## src/rtl/pad_gpio_pkg.sv

```systemverilog
// Shared types and defaults for the per-pin GPIO pad control stage.
// The pad_drive() helper maps one pin's output config onto pad DIN/OEN.
package pad_gpio_pkg;

  localparam int DefNumPads    = 8;
  localparam int DefSyncStages = 2;
  localparam int DefDebounceW  = 4;

  typedef enum logic {
    PadPushPull  = 1'b0,
    PadOpenDrain = 1'b1
  } pad_mode_e;

  typedef struct packed {
    logic      out_val;
    logic      out_en;
    pad_mode_e od_en;
    logic      irq_rise_en;
    logic      irq_fall_en;
  } pad_cfg_t;

  typedef struct packed {
    logic din;
    logic oen;
  } pad_drive_t;

  // Open-drain only ever pulls low; a requested '1' releases the pad instead.
  function automatic pad_drive_t pad_drive(pad_cfg_t cfg);
    pad_drive_t d;
    if (cfg.od_en == PadOpenDrain) begin
      d.din = 1'b0;
      d.oen = ~(cfg.out_en & ~cfg.out_val);
    end else begin
      d.din = cfg.out_val;
      d.oen = ~cfg.out_en;
    end
    return d;
  endfunction

endpackage

```

## src/rtl/pad_gpio_if.sv

```systemverilog
// Register-file side of the GPIO pad controller: per-pin config in, status out.
// master = SoC GPIO register file, slave = pad_gpio_ctrl.
interface pad_gpio_if
  import pad_gpio_pkg::*;
#(
   parameter int NumPads   = DefNumPads,
   parameter int DebounceW = DefDebounceW
);

   logic [NumPads-1:0]   out_val;
   logic [NumPads-1:0]   out_en;
   logic [NumPads-1:0]   od_en;
   logic [DebounceW-1:0] db_cycles;
   logic [NumPads-1:0]   irq_rise_en;
   logic [NumPads-1:0]   irq_fall_en;
   logic [NumPads-1:0]   irq_clr;
   logic [NumPads-1:0]   in_val;
   logic [NumPads-1:0]   irq_pending;
   logic                 irq;

   modport master (
      output out_val, out_en, od_en, db_cycles, irq_rise_en, irq_fall_en, irq_clr,
      input  in_val, irq_pending, irq
   );

   modport slave (
      input  out_val, out_en, od_en, db_cycles, irq_rise_en, irq_fall_en, irq_clr,
      output in_val, irq_pending, irq
   );

endinterface

```

## src/rtl/pad_gpio_debounce.sv

```systemverilog
// One pin's input path: synchronizer chain, debounce counter, debounced value
// and single-cycle rise/fall pulses coincident with the in_val update.
module pad_gpio_debounce
  import pad_gpio_pkg::*;
#(
   parameter int SyncStages = DefSyncStages,
   parameter int DebounceW  = DefDebounceW
) (
   input  logic                 clk_i,
   input  logic                 rst_i,
   input  logic                 pad_dout_i,
   input  logic [DebounceW-1:0] db_cycles_i,
   output logic                 in_val_o,
   output logic                 rise_o,
   output logic                 fall_o
);

   logic [SyncStages-1:0] sync_q;
   logic [DebounceW-1:0]  cnt_q;
   logic [DebounceW-1:0]  cnt_d;
   logic                  in_val_d;
   logic                  update;
   logic                  sync;

   assign sync = sync_q[SyncStages-1];

   // >= rather than == so lowering db_cycles below the running count still fires.
   always_comb begin
      // NOTE: every output of this block gets a default first, so no path can infer a latch.
      cnt_d    = '0;
      in_val_d = in_val_o;
      update   = 1'b0;
      if (sync != in_val_o) begin
         if (cnt_q >= db_cycles_i) begin
            update   = 1'b1;
            in_val_d = sync;
         end else begin
            cnt_d = cnt_q + 1'b1;
         end
      end
   end

   assign rise_o = update & sync;
   assign fall_o = update & ~sync;

   // NOTE: state registers use non-blocking assignments so every flop samples pre-edge values.
   always_ff @(posedge clk_i) begin
      if (rst_i) begin
         sync_q   <= '0;
         cnt_q    <= '0;
         in_val_o <= 1'b0;
      end else begin
         sync_q   <= {sync_q[SyncStages-2:0], pad_dout_i};
         cnt_q    <= cnt_d;
         in_val_o <= in_val_d;
      end
   end

endmodule

```

## src/rtl/pad_gpio_ctrl.sv

```systemverilog
// Per-pin control stage in front of the bidirectional pad cells: registered
// push-pull/open-drain output drive, debounced input and sticky edge interrupts.
module pad_gpio_ctrl
  import pad_gpio_pkg::*;
#(
   parameter int NumPads    = DefNumPads,
   parameter int SyncStages = DefSyncStages,
   parameter int DebounceW  = DefDebounceW
) (
   input  logic               clk_i,
   input  logic               rst_i,
   pad_gpio_if.slave          bus,
   output logic [NumPads-1:0] pad_din_o,
   output logic [NumPads-1:0] pad_oen_o,
   input  logic [NumPads-1:0] pad_dout_i
);

   pad_cfg_t           cfg   [NumPads];
   pad_drive_t         drive [NumPads];
   logic [NumPads-1:0] din_d;
   logic [NumPads-1:0] oen_d;
   logic [NumPads-1:0] rise;
   logic [NumPads-1:0] fall;
   logic [NumPads-1:0] set;
   logic [NumPads-1:0] in_val;
   logic [NumPads-1:0] pend_q;

   for (genvar i = 0; i < NumPads; i++) begin : g_pin
      assign cfg[i] = '{
         out_val:     bus.out_val[i],
         out_en:      bus.out_en[i],
         od_en:       pad_mode_e'(bus.od_en[i]),
         irq_rise_en: bus.irq_rise_en[i],
         irq_fall_en: bus.irq_fall_en[i]
      };
      assign drive[i] = pad_drive(cfg[i]);
      assign din_d[i] = drive[i].din;
      assign oen_d[i] = drive[i].oen;
      assign set[i]   = (rise[i] & cfg[i].irq_rise_en) | (fall[i] & cfg[i].irq_fall_en);

      pad_gpio_debounce #(
         .SyncStages (SyncStages),
         .DebounceW  (DebounceW)
      ) u_debounce (
         .clk_i       (clk_i),
         .rst_i       (rst_i),
         .pad_dout_i  (pad_dout_i[i]),
         .db_cycles_i (bus.db_cycles),
         .in_val_o    (in_val[i]),
         .rise_o      (rise[i]),
         .fall_o      (fall[i])
      );
   end

   // A new edge in the same cycle as a clear keeps the pin pending.
   always_ff @(posedge clk_i) begin
      if (rst_i) begin
         pad_din_o <= '0;
         pad_oen_o <= '1;
         pend_q    <= '0;
      end else begin
         pad_din_o <= din_d;
         pad_oen_o <= oen_d;
         pend_q    <= (pend_q & ~bus.irq_clr) | set;
      end
   end

   assign bus.in_val      = in_val;
   assign bus.irq_pending = pend_q;
   assign bus.irq         = |pend_q;

endmodule
```

## src/flat_wrapper.sv

```systemverilog
// flat-port wrapper written by rule: the top's interface ports become plain ports
module pad_gpio_ctrl_flat import pad_gpio_pkg::*;
#(
   parameter int NumPads    = DefNumPads,
   parameter int SyncStages = DefSyncStages,
   parameter int DebounceW  = DefDebounceW
)
  (clk_i, rst_i, pad_din_o, pad_oen_o, pad_dout_i, bus_out_val, bus_out_en, bus_od_en, bus_db_cycles, bus_irq_rise_en, bus_irq_fall_en, bus_irq_clr, bus_in_val, bus_irq_pending, bus_irq);
  pad_gpio_if #(.NumPads(NumPads), .DebounceW(DebounceW)) bus_i ();
  input  logic clk_i;
  input  logic rst_i;
  output logic [NumPads-1:0] pad_din_o;
  output logic [NumPads-1:0] pad_oen_o;
  input  logic [NumPads-1:0] pad_dout_i;
  input wire logic [$bits(bus_i.out_val)-1:0] bus_out_val;
  input wire logic [$bits(bus_i.out_en)-1:0] bus_out_en;
  input wire logic [$bits(bus_i.od_en)-1:0] bus_od_en;
  input wire logic [$bits(bus_i.db_cycles)-1:0] bus_db_cycles;
  input wire logic [$bits(bus_i.irq_rise_en)-1:0] bus_irq_rise_en;
  input wire logic [$bits(bus_i.irq_fall_en)-1:0] bus_irq_fall_en;
  input wire logic [$bits(bus_i.irq_clr)-1:0] bus_irq_clr;
  output wire logic [$bits(bus_i.in_val)-1:0] bus_in_val;
  output wire logic [$bits(bus_i.irq_pending)-1:0] bus_irq_pending;
  output wire logic [$bits(bus_i.irq)-1:0] bus_irq;
  assign bus_i.out_val = bus_out_val;
  assign bus_i.out_en = bus_out_en;
  assign bus_i.od_en = bus_od_en;
  assign bus_i.db_cycles = bus_db_cycles;
  assign bus_i.irq_rise_en = bus_irq_rise_en;
  assign bus_i.irq_fall_en = bus_irq_fall_en;
  assign bus_i.irq_clr = bus_irq_clr;
  assign bus_in_val = bus_i.in_val;
  assign bus_irq_pending = bus_i.irq_pending;
  assign bus_irq = bus_i.irq;
  pad_gpio_ctrl #(.NumPads(NumPads), .SyncStages(SyncStages), .DebounceW(DebounceW)) u_core (.clk_i(clk_i), .rst_i(rst_i), .bus(bus_i), .pad_din_o(pad_din_o), .pad_oen_o(pad_oen_o), .pad_dout_i(pad_dout_i));
endmodule
```

## config.mk

```make
export PLATFORM = sky130hd
export DESIGN_NAME = pad_gpio_ctrl_flat
export DESIGN_NICKNAME = d
export VERILOG_FILES = /design/src/rtl/pad_gpio_pkg.sv /design/src/rtl/pad_gpio_if.sv /design/src/rtl/pad_gpio_debounce.sv /design/src/rtl/pad_gpio_ctrl.sv /design/src/flat_wrapper.sv
export SDC_FILE = /design/constraint.sdc
export NUM_CORES = 1
export LEC_CHECK = 0
export ABC_CLOCK_PERIOD_IN_PS = 2800
export CORE_ASPECT_RATIO = 1.1
export CORE_MARGIN = 2
export CORE_UTILIZATION = 53
export CTS_CLUSTER_DIAMETER = 80
export DETAILED_ROUTE_END_ITERATION = 8
export GPL_TIMING_DRIVEN = 0
export PLACE_DENSITY = 0.87
export SYNTH_ARGS = -nofsm -noshare
export SYNTH_HDL_FRONTEND = slang
export SYNTH_SLANG_ARGS = --single-unit
```

## constraint.sdc

```tcl
create_clock -name clk_i -period 2.8 [get_ports clk_i]
set_input_delay 0.56 -clock clk_i [delete_from_list [all_inputs] [get_ports clk_i]]
set_output_delay 0.56 -clock clk_i [all_outputs]
set_load 0.01 [all_outputs]
```

==> reports/qor.yml, run 1 <==
status:
  run_status: "finished clean"
floorplanning:
  number_of_rows_in_the_core_area: 32
  die-width_microns: 85.30
  placeableCoreArea_sq_mm: 0.007047
  initial_standard_cell_utilization_of_the_core_pct: 54.69
  die_h_microns: 93.43
  fp.dieArea_sq_mm: 0.007970
  pin_count: 95
setup_path:
  setup.worst_path.end_class: "register"
  critical_path_arrival_ps: 2440
  critical_path.reg2reg.endpoint: "u_core.g_pin[0].u_debounce.in_val_o"
  reg2reg_slack_ps: 1120
  dominant_delay_contributor_by_cell_family_on_the_critical_path: "buffers and inverters"
  number_of_cells_on_the_worst_reg_to_reg_path: 6
  max_stage_delay_ps: 740
  start_kind: "primary input"
  critical_path_peak_fanout: 8
  regToRegStartpoint: "u_core.g_pin[0].u_debounce.cnt_q[0]"
  worst-endpoint-required_ps: 3030
  worstPathCellList: "clkdlybuf4s50_1 > ha_1 > nand2b_4 > a2111oi_4 > or3b_1 > a21oi_1"
  crit_buf_inv: 1
  timing_worst_setup_path_type: "in -> reg"
  slowest_stage: "sky130_fd_sc_hd__clkdlybuf4s50_1"
cells_and_area:
  leading_cell_type_in_the_layout_fill_and_taps_excluded: "sky130_fd_sc_hd__clkdlybuf4s50_1"
  final_non_filler_cell_total: 573
  layout.cells.most_common_list: "93 x sky130_fd_sc_hd__clkdlybuf4s50_1, 80 x sky130_fd_sc_hd__dfxtp_1, 55 x sky130_fd_sc_hd__nor2_1"
  final_area_sq_mm: 0.005097
  antenna_cells_inserted: 0
  final_layout_size_suffix_gt1_share_pct: 11.89
  num-nets-final: 586
  filler_cell_count: 507
  area.growth.synth_to_final_pct: 32.27
timing:
  slew_headroom_pct: 70.43
  setup_violations: 0
  post-route-period-util_pct: 79.13
  clock.fmax_ghz: 0.4513
  min_period_ps: 2216
  clock_tree_skew_after_final_layout_ps: 9.032
  timing_worst_slew_pin_value_ps: 442.1
  hold_viol: 0
  timing_max_transition_violations_final: 0
  grt_setup_unrepaired: "no"
  finalSetupTns_ps: 0
place:
  detailedPlacementHpwl_mm: 6.687
  post_dp_cell_area_sq_mm: 0.004891
  placement.io_buffers: 93
  gp_congestion: 0.8082
  placed_cells_incl_taps: 558
route:
  drc_errors: 0
  postRouteWirelength_mm: 8.835
  detailroute.via_count: 3013
  drtPass1Iterations: 4
  detail_route.vias_per_cell: 5.258
  drtAntennaViolNets: 0
  drt_iter0_markers: 76
  wl_per_cell_microns: 15.42
clocking:
  clkLatencyLatePin_ps: 350
  clockBufferDepth: 2
  clock_sinks: 80
  clk_pin_slew_worst_paths_ps: 70
  post_cts_hold_buffer_count: 0
  cts_tree: "yes"
  cts_htree_levels: 3
  ctsResizeCount: 0
  cts_root_buf: "sky130_fd_sc_hd__clkbuf_8"
  postCtsSetupRepairBufs: 0
  cts_buffers: 9
synth:
  synth_largest_area_cell: "sky130_fd_sc_hd__dfxtp_1"
  ys_types: 25
  synthesis.instances: 380
  synth_area_leaders: "sky130_fd_sc_hd__dfxtp_1 42%, sky130_fd_sc_hd__ha_1 13%, sky130_fd_sc_hd__a2111oi_4 5.7%"
  seq_area_frac_synth_pct: 41.56
  mappedNetlistNets: 482
  yosys.area.top_type_share_pct: 41.56
  flop_and_latch_count_out_of_synthesis: 80
  yosys_warnings: 0
  synthesis.area_sq_mm: 0.003854
  synth.avg_cell_area_sq_um: 10.14
global_route:
  globalRoute.totalOverflow: 0
  grt_pass1_wl_mm: 14.63
  via_count_of_the_first_global_routing_pass: 3202
  antenna_found_initial: 0
  pin_count_of_the_biggest_net_entering_global_routing: 13
  global_route.usage.total_pct: 23.77
power:
  powerDensity_mw_per_mm2: 461.8
  vdd_drop_max_mv: 0.3580
  leakage_dissipation_uw: 0.002001
worst_hold_path:
  hold_path_end: "u_core.g_pin[0].u_debounce.sync_q[1]"
  hp-start: "u_core.g_pin[0].u_debounce.sync_q[0]"
  min_path_type: "reg -> reg"
  holdPathStages: 1
flow_run:
  cap_violations: 0
==> worst register-to-register path: stages (launching register included) <==
cell	delay, ps
sky130_fd_sc_hd__dfxtp_1	400
sky130_fd_sc_hd__inv_1	60
sky130_fd_sc_hd__ha_1	260
sky130_fd_sc_hd__nand2b_4	150
sky130_fd_sc_hd__a2111oi_4	460
sky130_fd_sc_hd__or3b_1	180
sky130_fd_sc_hd__a21oi_1	50
==> synthesized netlist by cell type (all sizes together) <==
library cell,number
dfxtp,80
nor2,55
ha,40
inv,26
nand2,17
nor2b,16
o21ai,16
or3b,16
xnor2,16
buf,12
nand3b,9
o21a,9
a2111oi,8
a21oi,8
nand2b,8
nand3,8
nor3b,8
o41ai,8
xor2,8
a31oi,7
clkbuf,3
nor4,2
==> state kept, by name, indices dropped and copies added (netlist names) <==
signal and count:
u_core.pad_din_o 8, u_core.pad_oen_o 8, u_core.bus.irq_pending 8, u_core.g_pin.u_debounce.cnt_q 32
u_core.g_pin.u_debounce.in_val_o 8, u_core.g_pin.u_debounce.sync_q 16
==> cell type report <==
class	count	area, sq um	share of cell area, %
inverters	26	97.59	1.915
flip-flops and latches	80	1602	31.42
multi-input cells	259	2063	40.48
plain buffers	15	91.34	1.792
clock inverters	2	37.54	0.7364
repair buffers	93	930.9	18.26
well taps	85	106.4	2.086
clock buffers	13	168.9	3.314
==> routing by layer <==
metal	part of all wire, %	wire length, microns	vias to the layer above	GRT usage (%)
met5	0	0	-	0
met2	50	4442	109	41.41
li1	-	-	1507	-
met1	40	3530	1379	25.94
met3	7.9	702	18	7.590
met4	1.8	161	0	11.51
==> logic make-up after synthesis <==
| group | share of synthesized area [%] |
|---|---|
| AND/OR/NAND/NOR | 20.78 |
| flip-flops | 41.56 |
| AO/OA/AOI/OAI | 14.32 |
| buffers and inverters | 4.903 |
| adder cells (fa/ha/maj) | 12.99 |
| XOR/XNOR | 5.455 |
==> metrics by stage <==
| step | util [%] | hold WS, ps | setup slack [ps] | power (uW) |
|---|---|---|---|---|
| 2_1_floorplan | - | 413.8 | 1098 | 1354 |
| 3_3_place_gp | 69.41 | 423.1 | 221.7 | 1493 |
| 3_5_place_dp | 69.41 | 425.4 | 203.3 | 1506 |
| 4_1_cts | 72.34 | 443.3 | 566.5 | 2364 |
| 5_1_grt | 72.34 | 464.2 | 455.7 | 2450 |
| 6_report | 72.34 | 439.5 | 584.3 | 2354 |
==> power breakdown <==
| part | switching, uW | total (uW) | internal [uW] |
|---|---|---|---|
| Combinational | 123 | 299 | 176 |
| Clock | 395 | 875 | 481 |
| Sequential | 16.0 | 1180 | 1160 |
==> how the worst max path moves through the flow <==
stage,from,end,slack [ps],cells past startpoint
after global routing,bus_db_cycles[0],u_core.g_pin[0].u_debounce.cnt_q[2],460,6
after global placement,bus_db_cycles[0],u_core.g_pin[3].u_debounce.in_val_o,220,6
final,bus_db_cycles[0],u_core.g_pin[0].u_debounce.in_val_o,580,6
after detailed placement,bus_db_cycles[0],u_core.g_pin[0].u_debounce.in_val_o,200,6
after CTS,bus_db_cycles[0],u_core.g_pin[7].u_debounce.cnt_q[3],570,6
after floorplan,bus_db_cycles[1],u_core.g_pin[1].u_debounce.in_val_o,1100,5
(Power assumes the default switching activity.)
==> inputs of run 2 (changes only) <==
ABC_CLOCK_PERIOD_IN_PS = 2100   (was 2800)
CORE_UTILIZATION = 49   (was 53)
PLACE_DENSITY = 0.81   (was 0.87)
clock period = 2.1 ns   (was 2.8 ns; I/O delays follow)
==> reports/qor.yml, run 2 (synthesized netlist as in run 1, its figures left out) <==
place:
  placed_cells_incl_taps: 578  # was 558
  placement.io_buffers: 93  # unchanged
  gp_congestion: 0.7956  # was 0.8082
  detailedPlacementHpwl_mm: 6.260  # was 6.687 mm
power:
  leakage_dissipation_uw: 0.002043  # was 0.002001 uW
  vdd_drop_max_mv: 0.4474  # was 0.3580 mV
  powerDensity_mw_per_mm2: 637.0  # was 461.8 mW/mm^2
route:
  drt_iter0_markers: 89  # was 76
  drtAntennaViolNets: 0  # unchanged
  wl_per_cell_microns: 13.77  # was 15.42 microns
  detail_route.vias_per_cell: 5.040  # was 5.258
  postRouteWirelength_mm: 8.177  # was 8.835 mm
  detailroute.via_count: 2994  # was 3013
  drc_errors: 0  # unchanged
  drtPass1Iterations: 4  # unchanged
timing:
  min_period_ps: 1935
  post-route-period-util_pct: 92.13
  grt_setup_unrepaired: "no"  # unchanged
  timing_max_transition_violations_final: 0  # unchanged
  setup_violations: 0  # unchanged
  hold_slack_ps: 436.9  # was 439.5 ps
  slew_headroom_pct: 71.44  # was 70.43%
  clock_tree_skew_after_final_layout_ps: 8.754  # was 9.032 ps
  finalSetupTns_ps: 0  # unchanged
  timing_worst_slew_pin_value_ps: 428.4  # was 442.1 ps
  clock.fmax_ghz: 0.5169
  hold_viol: 0  # unchanged
clocking:
  post_cts_hold_buffer_count: 0  # unchanged
  clk_pin_slew_worst_paths_ps: 90  # was 70 ps
  postCtsSetupRepairBufs: 0  # unchanged
  clock_sinks: 80  # unchanged
  cts_buffers: 9  # unchanged
  cts_root_buf: "sky130_fd_sc_hd__clkbuf_8"  # unchanged
  cts_htree_levels: 3  # unchanged
  clkLatencyLatePin_ps: 340  # was 350 ps
  cts_tree: "yes"  # unchanged
  clockBufferDepth: 2  # unchanged
cells_and_area:
  final_core_util_pct: 68.26  # was 72.34%
  largestRegisters: "u_core.g_pin.u_debounce.cnt_q (32), u_core.g_pin.u_debounce.sync_q (16)"  # unchanged
  filler_cell_count: 604  # was 507
  final_non_filler_cell_total: 594  # was 573
  largest_reg_flops: 32  # unchanged
  area.growth.synth_to_final_pct: 33.83  # was 32.27%
  register_with_the_highest_flop_count: "u_core.g_pin.u_debounce.cnt_q"  # unchanged
  num-nets-final: 586  # unchanged
  leading_cell_type_in_the_layout_fill_and_taps_excluded: "sky130_fd_sc_hd__clkdlybuf4s50_1"  # unchanged
  layout.cells.most_common_list: "91 x sky130_fd_sc_hd__clkdlybuf4s50_1, 80 x sky130_fd_sc_hd__dfxtp_1, 55 x sky130_fd_sc_hd__nor2_1"  # was 93 x sky130_fd_sc_hd__clkdlybuf4s50_1, 80 x sky130_fd_sc_hd__dfxtp_1, 55 x sky130_fd_sc_hd__nor2_1
  antenna_cells_inserted: 0  # unchanged
  final_layout_size_suffix_gt1_share_pct: 12.47  # was 11.89%
setup_path:
  critical_path.reg2reg.endpoint: "u_core.g_pin[5].u_debounce.in_val_o"  # was u_core.g_pin[0].u_debounce.in_val_o
  regToRegStartpoint: "u_core.g_pin[5].u_debounce.cnt_q[0]"  # was u_core.g_pin[0].u_debounce.cnt_q[0]
  worst-endpoint-required_ps: 2370  # was 3030 ps
  timing_worst_setup_path_type: "in -> reg"  # unchanged
  setup.worst_path.end_class: "register"  # unchanged
  critical_path_arrival_ps: 2200  # was 2440 ps
  start_kind: "primary input"  # unchanged
  worstSetupEndpoint: "u_core.g_pin[5].u_debounce.in_val_o"  # was u_core.g_pin[0].u_debounce.in_val_o
  critical_path_peak_fanout: 8  # unchanged
  startpoint: "bus_db_cycles[2]"  # was bus_db_cycles[0]
  reg2reg_slack_ps: 420  # was 1120 ps
  number_of_cells_on_the_worst_reg_to_reg_path: 6  # unchanged
global_route:
  pin_count_of_the_biggest_net_entering_global_routing: 14  # was 13
  grt_pass1_wl_mm: 13.66  # was 14.63 mm
  global_route.usage.total_pct: 20.23  # was 23.77%
  via_count_of_the_first_global_routing_pass: 3002  # was 3202
  antenna_found_initial: 0  # unchanged
  globalRoute.totalOverflow: 0  # unchanged
floorplanning:
  fp.dieArea_sq_mm: 0.008591  # was 0.007970 sq mm
  die_h_microns: 97.01  # was 93.43 microns
  placeableCoreArea_sq_mm: 0.007556  # was 0.007047 sq mm
  initial_standard_cell_utilization_of_the_core_pct: 51.00  # was 54.69%
  number_of_rows_in_the_core_area: 33  # was 32
  die-width_microns: 88.56  # was 85.30 microns
  pin_count: 95  # unchanged
worst_hold_path:
  min_path_type: "reg -> reg"  # unchanged
  hp-start: "u_core.g_pin[1].u_debounce.sync_q[0]"  # was u_core.g_pin[0].u_debounce.sync_q[0]
status:
  run_status: "finished clean"  # unchanged
flow_run:
  cap_violations: 0  # unchanged
run 2: cell count changes in the layout (fill, tap and decap cells not counted), moves of 2 or more:
cell,change
sky130_fd_sc_hd__clkinv_2,+4
sky130_fd_sc_hd__clkbuf_8,-3
sky130_fd_sc_hd__bufinv_16,+2
sky130_fd_sc_hd__clkdlybuf4s50_1,-2
run 2: per-layer routing:
layer	vias to the layer above	global-route usage (%)	routed length [microns]
li1	1504	-	-
met1	1380	24.12	3488
met2	94	33.66	3941
met3	16	6.399	586
met4	0	7.226	161
met5	-	0	0
run 2: timing repair:
action	in CTS	in global routing
gates resized for setup	1	2
pin swaps	0	0
setup endpoints to repair	1	1
hold endpoints to repair	0	0
run 2: report_power, final:
| group | internal [uW] | total, uW | leakage, uW | switching, uW |
|---|---|---|---|---|
| clock | 781 | 1320 | 0.000123 | 541 |
| sequential | 1550 | 1570 | 0.000652 | 20.2 |
| combinational | 233 | 391 | 0.00127 | 158 |
run 2: area by class of cell:
| cell class | instances | area, sq um | share of cell area (%) |
|---|---|---|---|
| clock buffers | 9 | 123.9 | 2.402 |
| inverters | 26 | 97.59 | 1.892 |
| well taps | 105 | 131.4 | 2.547 |
| multi-input cells | 259 | 2069 | 40.13 |
| repair buffers | 93 | 932.1 | 18.07 |
| clock inverters | 7 | 110.1 | 2.135 |
| flip-flops and latches | 80 | 1602 | 31.05 |
| plain buffers | 15 | 91.34 | 1.771 |
run 2: how the worst min path moves through the flow:
stage	end	slack, ps	cells past startpoint
2_1_floorplan	u_core.g_pin[0].u_debounce.sync_q[1]	410	1
3_3_place_gp	u_core.g_pin[2].u_debounce.sync_q[1]	420	1
3_5_place_dp	u_core.g_pin[0].u_debounce.sync_q[1]	420	1
4_1_cts	u_core.g_pin[0].u_debounce.sync_q[1]	440	1
5_1_grt	u_core.g_pin[0].u_debounce.sync_q[1]	450	1
6_report	u_core.g_pin[1].u_debounce.sync_q[1]	440	1
run 2: per-stage QoR:
| stage | power [uW] | worst slack, ps | cell area [sq um] |
|---|---|---|---|
| global placement | 1992 | -334.7 | 4916 |
| floorplan | 1806 | 537.9 | 3854 |
| global route | 3413 | 101.9 | 5157 |
| finish | 3285 | 165.2 | 5157 |
| detailed placement | 2003 | -377.9 | 4916 |
| CTS | 3312 | 15.17 | 5149 |
run 2: worst max-delay path: stages:
cell and delay (ps):
sky130_fd_sc_hd__clkdlybuf4s50_1 410, sky130_fd_sc_hd__inv_1 320, sky130_fd_sc_hd__ha_1 300, sky130_fd_sc_hd__o21a_1 140, sky130_fd_sc_hd__nor2_1 70, sky130_fd_sc_hd__or3b_1 370
sky130_fd_sc_hd__a21oi_1 170
==> inputs of run 3 (changes only) <==
ABC_AREA = 1   (was not set)
CORE_MARGIN = not set   (was 2)
PLACE_DENSITY = 0.82   (was 0.81)
==> reports/qor.yml, run 3 <==
status:
  run_status: "finished clean"  # unchanged
global_route:
  via_count_of_the_first_global_routing_pass: 3226  # was 3002
  global_route.usage.total_pct: 22.94  # was 20.23%
  pin_count_of_the_biggest_net_entering_global_routing: 14  # unchanged
  antenna_found_initial: 0  # unchanged
  globalRoute.totalOverflow: 0  # unchanged
  grt_pass1_wl_mm: 14.16  # was 13.66 mm
place:
  gp_congestion: 0.8296  # was 0.7956
  detailedPlacementHpwl_mm: 6.422  # was 6.260 mm
  place_worst_setup_slack_ps: -151.3  # was -377.9 ps
  placed_cells_incl_taps: 650  # was 578
  placement.io_buffers: 94  # was 93
clocking:
  clkLatencyLatePin_ps: 360  # was 340 ps
  cts_tree: "yes"  # unchanged
  cts_htree_levels: 3  # unchanged
  clockBufferDepth: 2  # unchanged
  clk_pin_slew_worst_paths_ps: 80  # was 90 ps
  cts_buffers: 9  # unchanged
  post_cts_hold_buffer_count: 0  # unchanged
  cts_root_buf: "sky130_fd_sc_hd__clkbuf_8"  # unchanged
  postCtsSetupRepairBufs: 0  # unchanged
  clock_sinks: 80  # unchanged
timing:
  hold_slack_ps: 401.7  # was 436.9 ps
  setup_violations: 0  # unchanged
  min_period_ps: 1949  # was 1935 ps
  hold_viol: 0  # unchanged
  timing_worst_slew_pin_value_ps: 661.5  # was 428.4 ps
  post-route-period-util_pct: 92.81  # was 92.13%
  timing_max_transition_violations_final: 0  # unchanged
  fin_ws_ps: 151.0  # was 165.2 ps
  clock.fmax_ghz: 0.5131  # was 0.5169 GHz
  grt_setup_unrepaired: "no"  # unchanged
  finalSetupTns_ps: 0  # unchanged
  slew_headroom_pct: 55.90  # was 71.44%
  clock_tree_skew_after_final_layout_ps: 6.810  # was 8.754 ps
synth:
  synthesis.area_sq_mm: 0.003767  # was 0.003854 sq mm
  ys_types: 21  # was 25
  dominantRegCellSynth: "sky130_fd_sc_hd__dfxtp_1"  # unchanged
  yosys_warnings: 0  # unchanged
  synth_most_common_cell: "sky130_fd_sc_hd__inv_1"  # was sky130_fd_sc_hd__dfxtp_1
  mappedNetlistNets: 571  # was 482
  synth.avg_cell_area_sq_um: 8.033  # was 10.14 sq um
  seq_area_frac_synth_pct: 42.51  # was 41.56%
  synth_area_leaders: "sky130_fd_sc_hd__dfxtp_1 43%, sky130_fd_sc_hd__ha_1 13%, sky130_fd_sc_hd__inv_1 9.0%"  # was sky130_fd_sc_hd__dfxtp_1 42%, sky130_fd_sc_hd__ha_1 13%, sky130_fd_sc_hd__a2111oi_4 5.7%
  synth-edff-count: 0  # unchanged
  synth_largest_area_cell: "sky130_fd_sc_hd__dfxtp_1"  # unchanged
  synthesis.instances: 469  # was 380
  postSynth.asyncResetShare_pct: 0  # unchanged
  yosys.area.top_type_share_pct: 42.51  # was 41.56%
  synth_commonest_cells: "90 x sky130_fd_sc_hd__inv_1, 80 x sky130_fd_sc_hd__dfxtp_1, 67 x sky130_fd_sc_hd__nor2_1"  # was 80 x sky130_fd_sc_hd__dfxtp_1, 55 x sky130_fd_sc_hd__nor2_1, 40 x sky130_fd_sc_hd__ha_1
  flop_and_latch_count_out_of_synthesis: 80  # unchanged
cells_and_area:
  largestRegisters: "u_core.g_pin.u_debounce.cnt_q (32), u_core.g_pin.u_debounce.sync_q (16)"  # unchanged
  layout.cells.most_common_list: "93 x sky130_fd_sc_hd__clkdlybuf4s50_1, 90 x sky130_fd_sc_hd__inv_1, 80 x sky130_fd_sc_hd__dfxtp_1"  # was 91 x sky130_fd_sc_hd__clkdlybuf4s50_1, 80 x sky130_fd_sc_hd__dfxtp_1, 55 x sky130_fd_sc_hd__nor2_1
  antenna_cells_inserted: 0  # unchanged
  register_with_the_highest_flop_count: "u_core.g_pin.u_debounce.cnt_q"  # unchanged
  seq_area_sq_mm: 0.001602  # unchanged
  num-nets-final: 676  # was 586
  final_layout_size_suffix_gt1_share_pct: 6.390  # was 12.47%
  filler_cell_count: 585  # was 604
  final_non_filler_cell_total: 666  # was 594
  largest_reg_flops: 32  # unchanged
  leading_cell_type_in_the_layout_fill_and_taps_excluded: "sky130_fd_sc_hd__clkdlybuf4s50_1"  # unchanged
  area.growth.synth_to_final_pct: 36.00  # was 33.83%
  multiInputGateArea_sq_mm: 0.001760  # was 0.002069 sq mm
setup_path:
  start_kind: "primary input"  # unchanged
  number_of_cells_on_the_worst_reg_to_reg_path: 6  # unchanged
  critical_path_peak_fanout: 8  # unchanged
  startpoint: "bus_db_cycles[0]"  # was bus_db_cycles[2]
  critical_path.reg2reg.endpoint: "u_core.g_pin[6].u_debounce.cnt_q[3]"  # was u_core.g_pin[5].u_debounce.in_val_o
  reg2reg_slack_ps: 610  # was 420 ps
  worstPathCellList: "clkdlybuf4s50_1 > ha_1 > nand4_1 > nand3_1 > nor2_1 > nand2_1 > nor2_1"  # was clkdlybuf4s50_1 > inv_1 > ha_1 > o21a_1 > nor2_1 > or3b_1 > a21oi_1
  critical-path-top-cell-by-count: "sky130_fd_sc_hd__nor2_1"
  max_stage_delay_ps: 790  # was 410 ps
  timing_worst_setup_path_type: "in -> reg"  # unchanged
  slowest_stage: "sky130_fd_sc_hd__clkdlybuf4s50_1"  # unchanged
  regToRegStartpoint: "u_core.g_pin[6].u_debounce.cnt_q[3]"  # was u_core.g_pin[5].u_debounce.cnt_q[0]
  critical_path_arrival_ps: 2240  # was 2200 ps
  worst-endpoint-required_ps: 2390  # was 2370 ps
  worstSetupEndpoint: "u_core.g_pin[6].u_debounce.cnt_q[3]"  # was u_core.g_pin[5].u_debounce.in_val_o
  setup.worst_path.end_class: "register"  # unchanged
route:
  wl_met2_mm: 4.530  # was 3.941 mm
  detail_route.vias_per_cell: 4.893  # was 5.040
  wl_met1_mm: 3.701  # was 3.488 mm
  dr.max_layer_used: "met4"  # unchanged
  drtPass1Iterations: 4  # unchanged
  route.met3.wl_microns: 335  # was 586 microns
  detailroute.via_count: 3259  # was 2994
  drtAntennaViolNets: 0  # unchanged
  postRouteWirelength_mm: 8.764  # was 8.177 mm
  drt_iter0_markers: 67  # was 89
  drc_errors: 0  # unchanged
  wl_per_cell_microns: 13.16  # was 13.77 microns
worst_hold_path:
  min_path_type: "reg -> reg"  # unchanged
floorplanning:
  die-width_microns: 85.61  # was 88.56 microns
  placeableCoreArea_sq_mm: 0.007432  # was 0.007556 sq mm
  number_of_rows_in_the_core_area: 33  # unchanged
  initial_standard_cell_utilization_of_the_core_pct: 50.69  # was 51.00%
  fp.dieArea_sq_mm: 0.008044  # was 0.008591 sq mm
  die_h_microns: 93.97  # was 97.01 microns
  pin_count: 95  # unchanged
power:
  powerDensity_mw_per_mm2: 710.0  # was 637.0 mW/mm^2
  vdd_drop_max_mv: 0.5610  # was 0.4474 mV
  leakage_dissipation_uw: 0.002450  # was 0.002043 uW
flow_run:
  cap_violations: 0  # unchanged
-- run 3: cell count changes after synthesis, moves of 9 or more --
| cell | change |
|---|---|
| sky130_fd_sc_hd__nand3_1 | +16 |
| sky130_fd_sc_hd__inv_1 | +64 |
| sky130_fd_sc_hd__nor2b_1 | -16 |
| sky130_fd_sc_hd__nor2_1 | +12 |
| sky130_fd_sc_hd__o21a_1 | -9 |
| sky130_fd_sc_hd__nand3b_1 | -9 |
| sky130_fd_sc_hd__o21ai_0 | +16 |
| sky130_fd_sc_hd__nand2_1 | +48 |
-- run 3: worst max-delay path: cells and delay by family --
family        cells  cell delay, ps
buf+inv           1             790
fa+ha+maj         1             320
simple gates      5             710
-- run 3: how the worst min path moves through the flow --
stage	from	endpoint	slack, ps	cells after the start
floorplan	u_core.g_pin[0].u_debounce.sync_q[0]	u_core.g_pin[0].u_debounce.sync_q[1]	390	2
CTS	u_core.g_pin[6].u_debounce.sync_q[0]	u_core.g_pin[6].u_debounce.sync_q[1]	400	2
global placement	u_core.g_pin[7].u_debounce.sync_q[0]	u_core.g_pin[7].u_debounce.sync_q[1]	390	2
detailed placement	u_core.g_pin[6].u_debounce.sync_q[0]	u_core.g_pin[6].u_debounce.sync_q[1]	400	2
finish	u_core.g_pin[6].u_debounce.sync_q[0]	u_core.g_pin[6].u_debounce.sync_q[1]	400	2
global route	u_core.g_pin[7].u_debounce.sync_q[0]	u_core.g_pin[7].u_debounce.sync_q[1]	420	2
-- run 3: kinds of logic (layout without fill, tap and decap cells) --
family | Yosys count | in the layout | share of synthesized area, %
flip-flops | 80 | 80 | 42.51
AO/OA/AOI/OAI | 35 | 35 | 4.949
buffers and inverters | 103 | 213 | 11.32
XOR/XNOR | 21 | 21 | 4.882
AND/OR/NAND/NOR | 190 | 190 | 23.05
adder cells (fa/ha/maj) | 40 | 40 | 13.28
-- run 3: repair_timing --
item                                   in CTS  in global routing
pin swaps                                   0                  0
endpoints found under the hold margin       0                  0
resized for setup                           2                  2
setup endpoints to repair                   1                  1
gates cloned                                0                  0
-- run 3: layer usage --
metal / global-route usage, % / up-vias
met5: 0 / -
met4: 8.889 / 0
met3: 5.712 / 20
met2: 41.27 / 73
met1: 25.98 / 1498
li1: - / 1668
-- run 3: cell type report --
class	count	share of cell area (%)
well taps	87	2.125
inverters	90	6.593
plain buffers	13	1.734
flip-flops and latches	80	31.26
clock inverters	6	3.028
multi-input cells	286	34.36
repair buffers	94	18.41
clock buffers	10	2.491
-- run 3: power by group --
group,switching (uW),internal (uW)
clock,559,1030
combinational,202,245
sequential,34.8,1570
total,796,2840
-- run 3: metrics by stage --
stage               util, %  area, sq um  total power (uW)
floorplan                 -         3767              1843
global placement      64.81         4817              2059
detailed placement    64.81         4817              2080
CTS                   68.79         5112              3653
global route          68.94         5124              3767
finish                68.94         5124              3638
==> edit 1 (settings of run 1) <==
Take the reset off `pad_din_o` and load it in a clocked block of its own.
--- a/src/rtl/pad_gpio_ctrl.sv
+++ b/src/rtl/pad_gpio_ctrl.sv
@@ -55,14 +55,16 @@
    // A new edge in the same cycle as a clear keeps the pin pending.
    always_ff @(posedge clk_i) begin
       if (rst_i) begin
-         pad_din_o <= '0;
          pad_oen_o <= '1;
          pend_q    <= '0;
       end else begin
-         pad_din_o <= din_d;
          pad_oen_o <= oen_d;
          pend_q    <= (pend_q & ~bus.irq_clr) | set;
       end
+   end
+
+   always_ff @(posedge clk_i) begin
+      pad_din_o <= din_d;
    end
 
    assign bus.in_val      = in_val;
Check against the original RTL: not equivalent (Yosys sat finds a counterexample within 4 cycles, from zero or initial values and one cycle with rst_i high).
==> edit 1 against run 1 <==
- sequential cell count unchanged
- first-iteration DRC count increased by 2.6%
- power increased by 2.4%
- setup slack got worse by 0.059 ns
- cell area decreased by 0.34%
- area after synthesis decreased by 0.65%
- sequential power about the same
- count of clock-buffer cells in the layout unchanged
- die area decreased by 0.61%
- critical endpoint is now u_core.g_pin[5].u_debounce.in_val_o
- critical path type unchanged
- clock power increased by 6.3%
- routed wire length decreased by 3.5%
- combinational power about the same
==> edit 1: results (changes against run 1) <==
clk_skew -> 0.009437 ns (was 0.009032 ns)
Mean Syn Cell Area -> 10.10 um^2 (was 10.14 um^2)
gpl congestion -> 0.7996 (was 0.8082)
vias in the first global route -> 3180 (was 3202)
relative slew slack -> 0.5486 (was 0.7043)
sequential fraction of the synthesis area -> 0.4183 (was 0.4156)
hpwl dp -> 6442 um (was 6687 um)
Logic pwr share -> 0.124 (was 0.127)
1st-pass router iterations -> 4 (unchanged)
met1 GRT Util -> 0.2362 (was 0.2594)
DR WL/cell -> 14.87 um (was 15.42 um)
Post-DP Area -> 4866 um^2 (was 4891 um^2)
critical path arrival -> 2.48 ns (was 2.44 ns)
GRT met2 Usage -> 0.4238 (was 0.4141)
layout cells sized above 1 -> 0.1107 (was 0.1189)
DP Cell Count -> 557 (was 558)
post-CTS sizing -> 0 (unchanged)
number of fill cells in the layout -> 516 (was 507)
Net Count, Synth -> 481 (was 482)
first-pass GRT wire length -> 14120 um (was 14630 um)
post-DR vias/cell -> 5.260 (was 5.258)
Buffers on Ports -> 93 (unchanged)
status -> finished clean (unchanged)
Total Routing Usage GR -> 0.2279 (was 0.2377)
slowest cell delay on critical path -> 0.77 ns (was 0.74 ns)
P_leak -> 2.005 nW (was 2.001 nW)
HP Class -> reg2reg (unchanged)
Critical R2R Launch -> u_core.g_pin[4].u_debounce.cnt_q[0] (was u_core.g_pin[0].u_debounce.cnt_q[0])
part of the power in the clock network -> 0.386 (was 0.372)
VDD IR max -> 0.4996 mV (was 0.3580 mV)
Hold Startpoint -> u_core.g_pin[4].u_debounce.sync_q[0] (was u_core.g_pin[0].u_debounce.sync_q[0])
post-synth cell types -> 25 (unchanged)
met2 wire length -> 4483 um (was 4442 um)
most frequent cells after synthesis -> dfxtp_1 (80), nor2_1 (55), ha_1 (40) (unchanged)
Routed met1 length -> 3319 um (was 3530 um)
setup bufs post-CTS -> 0 (unchanged)
Net count, final -> 585 (was 586)
Post-Place Setup Slack -> 0.1539 ns (was 0.2033 ns)
met3 GRT Util -> 0.06620 (was 0.07590)
met3 WL post-DR -> 546 um (was 702 um)
## edit 1: cell count changes in the layout (fill, tap and decap cells not counted), sizes merged
cell	run 1	this run
nor2b	16	24
nor3b	8	0
buf	12	9
or3	0	3
or3b	16	13
clkbuf	16	18
bufinv	1	2
clkinv	0	1
clkinvlp	1	0
## edit 1: cells by family (layout without fill, tap and decap cells)
kind of cell | Yosys count | after routing | share of synthesized area
buffers and inverters | 40 | 149 | 0.04738
AOI/OAI and AO/OA | 56 | 56 | 0.1441
and+or+nand+nor | 139 | 139 | 0.2046
adders and majority gates | 40 | 40 | 0.1307
xor gates and xnor gates | 24 | 24 | 0.05490
DFF | 80 | 80 | 0.4183
## edit 1: per-stage QoR
step	hold slack, ns	util
finish	0.4424	0.7250
global placement	0.4179	0.6945
CTS	0.4445	0.7250
global route	0.4634	0.7250
floorplan	0.4138	-
detailed placement	0.4251	0.6945
## edit 1: cell type report
| type | count | area, um^2 | area share |
|---|---|---|---|
| Tap cell | 85 | 106.4 | 0.02094 |
| Clock buffer | 13 | 148.9 | 0.02931 |
| Buffer | 14 | 83.83 | 0.01650 |
| Multi-Input combinational cell | 259 | 2046 | 0.4027 |
| Inverter | 26 | 97.59 | 0.01921 |
| Timing Repair Buffer | 93 | 930.9 | 0.1833 |
| Clock inverter | 3 | 65.06 | 0.01281 |
| Sequential cell | 80 | 1602 | 0.3153 |
## edit 1: final timing paths
| path | endpoint | slack [ns] | cells past startpoint |
|---|---|---|---|
| worst max register to register | u_core.g_pin[4].u_debounce.in_val_o | 1.09 | 6 |
| worst max-delay path | u_core.g_pin[5].u_debounce.in_val_o | 0.53 | 6 |
| worst min-delay path | u_core.g_pin[4].u_debounce.sync_q[1] | 0.44 | 1 |
| worst min register to register | u_core.g_pin[4].u_debounce.sync_q[1] | 0.44 | 1 |
==> edit 2 (settings of run 1) <==
Without the edit above. Change the package constant `DefNumPads` from 8 to 16.
--- a/src/rtl/pad_gpio_pkg.sv
+++ b/src/rtl/pad_gpio_pkg.sv
@@ -2,7 +2,7 @@
 // The pad_drive() helper maps one pin's output config onto pad DIN/OEN.
 package pad_gpio_pkg;
 
-  localparam int DefNumPads    = 8;
+  localparam int DefNumPads    = 16;
   localparam int DefSyncStages = 2;
   localparam int DefDebounceW  = 4;
 
Interface: changed (11 resized); port bits go from 95 to 183. The function was not compared with the original's and may differ.
==> edit 2 against run 1 <==
- clock power increased to 2.8 times the old value
- power rose by 130%
- sequential cell count grew 80
- register-to-register slack got worse by 0.05 ns
- largest cell class unchanged
- setup slack worse by 0.40 ns
- die area increased by 94%
- routed wire length increased by 100%
- cell area grew 100%
- area after synthesis grew 100%
==> edit 2: results (changes against run 1) <==
met1 GRT Util -> 0.2598 (was 0.2594)
P_leak -> 4.059 nW (was 2.001 nW)
sequential fraction of the synthesis area -> 0.4166 (was 0.4156)
gpl congestion -> 0.8103 (was 0.8082)
critical path arrival -> 2.89 ns (was 2.44 ns)
Hold Startpoint -> u_core.g_pin[13].u_debounce.sync_q[0] (was u_core.g_pin[0].u_debounce.sync_q[0])
Net Count, Synth -> 955 (was 482)
Synth area leaders -> dfxtp_1 (42%), ha_1 (13%), a2111oi_4 (5.7%) (unchanged)
Post-Layout Cell Count -> 1162 (was 573)
post-synth cell types -> 28 (was 25)
buffering overhead -> 0.1925 (was 0.2005)
Inverters excl. clock -> 50 (was 26)
Top Registers -> u_core.g_pin.u_debounce.cnt_q x64, u_core.g_pin.u_debounce.sync_q x32 (was u_core.g_pin.u_debounce.cnt_q x32, u_core.g_pin.u_debounce.sync_q x16)
RR Endpoint -> u_core.g_pin[7].u_debounce.in_val_o (was u_core.g_pin[0].u_debounce.in_val_o)
largest net degree at the start of global routing -> 17 (was 13)
Final Instance Area -> 10370 um^2 (was 5097 um^2)
adder-cell share of the synthesized area -> 0.1302 (was 0.1299)
clk_skew -> 0.009184 ns (was 0.009032 ns)
non-clock buffer count -> 211 (was 108)
Mapped Cells -> 757 (was 380)
status -> finished clean (unchanged)
Buffers on Ports -> 181 (was 93)
Post-DP Area -> 9741 um^2 (was 4891 um^2)
Clock Root Buffer -> clkbuf_16 (was clkbuf_8)
layout cells sized above 1 -> 0.1186 (was 0.1189)
Post-Place Setup Slack -> -0.2378 ns (was 0.2033 ns)
H-tree depth -> 4 (was 3)
first-pass GRT wire length -> 29710 um (was 14630 um)
Via Count -> 6018 (was 3013)
Synth Area in Compound Gates -> 0.1434 (was 0.1432)
slowest cell delay on critical path -> 1.09 ns (was 0.74 ns)
WHS Endpoint -> u_core.g_pin[13].u_debounce.sync_q[1] (was u_core.g_pin[0].u_debounce.sync_q[1])
drt total wl -> 18080 um (was 8835 um)
Synth Area in XOR/XNOR -> 0.05468 (was 0.05455)
[edit 2: worst max path at each step]
| stage | endpoint | slack [ns] | depth (start not counted) |
|---|---|---|---|
| 6_report | u_core.g_pin[2].u_debounce.in_val_o | 0.18 | 6 |
| 5_1_grt | u_core.g_pin[10].u_debounce.cnt_q[3] | 0.07 | 6 |
| 4_1_cts | u_core.g_pin[2].u_debounce.in_val_o | 0.17 | 6 |
| 3_5_place_dp | u_core.g_pin[7].u_debounce.in_val_o | -0.24 | 6 |
| 3_3_place_gp | u_core.g_pin[6].u_debounce.in_val_o | -0.22 | 6 |
| 2_1_floorplan | u_core.g_pin[10].u_debounce.in_val_o | 0.91 | 5 |
[edit 2: where the power goes]
part           total [mW]  switching [mW]  leakage, nW  internal (mW)
Combinational       0.603           0.255         2.45          0.348
Sequential           2.36          0.0305         1.30           2.33
Clock                2.44           0.890        0.309           1.55
Total                5.41            1.18         4.06           4.23
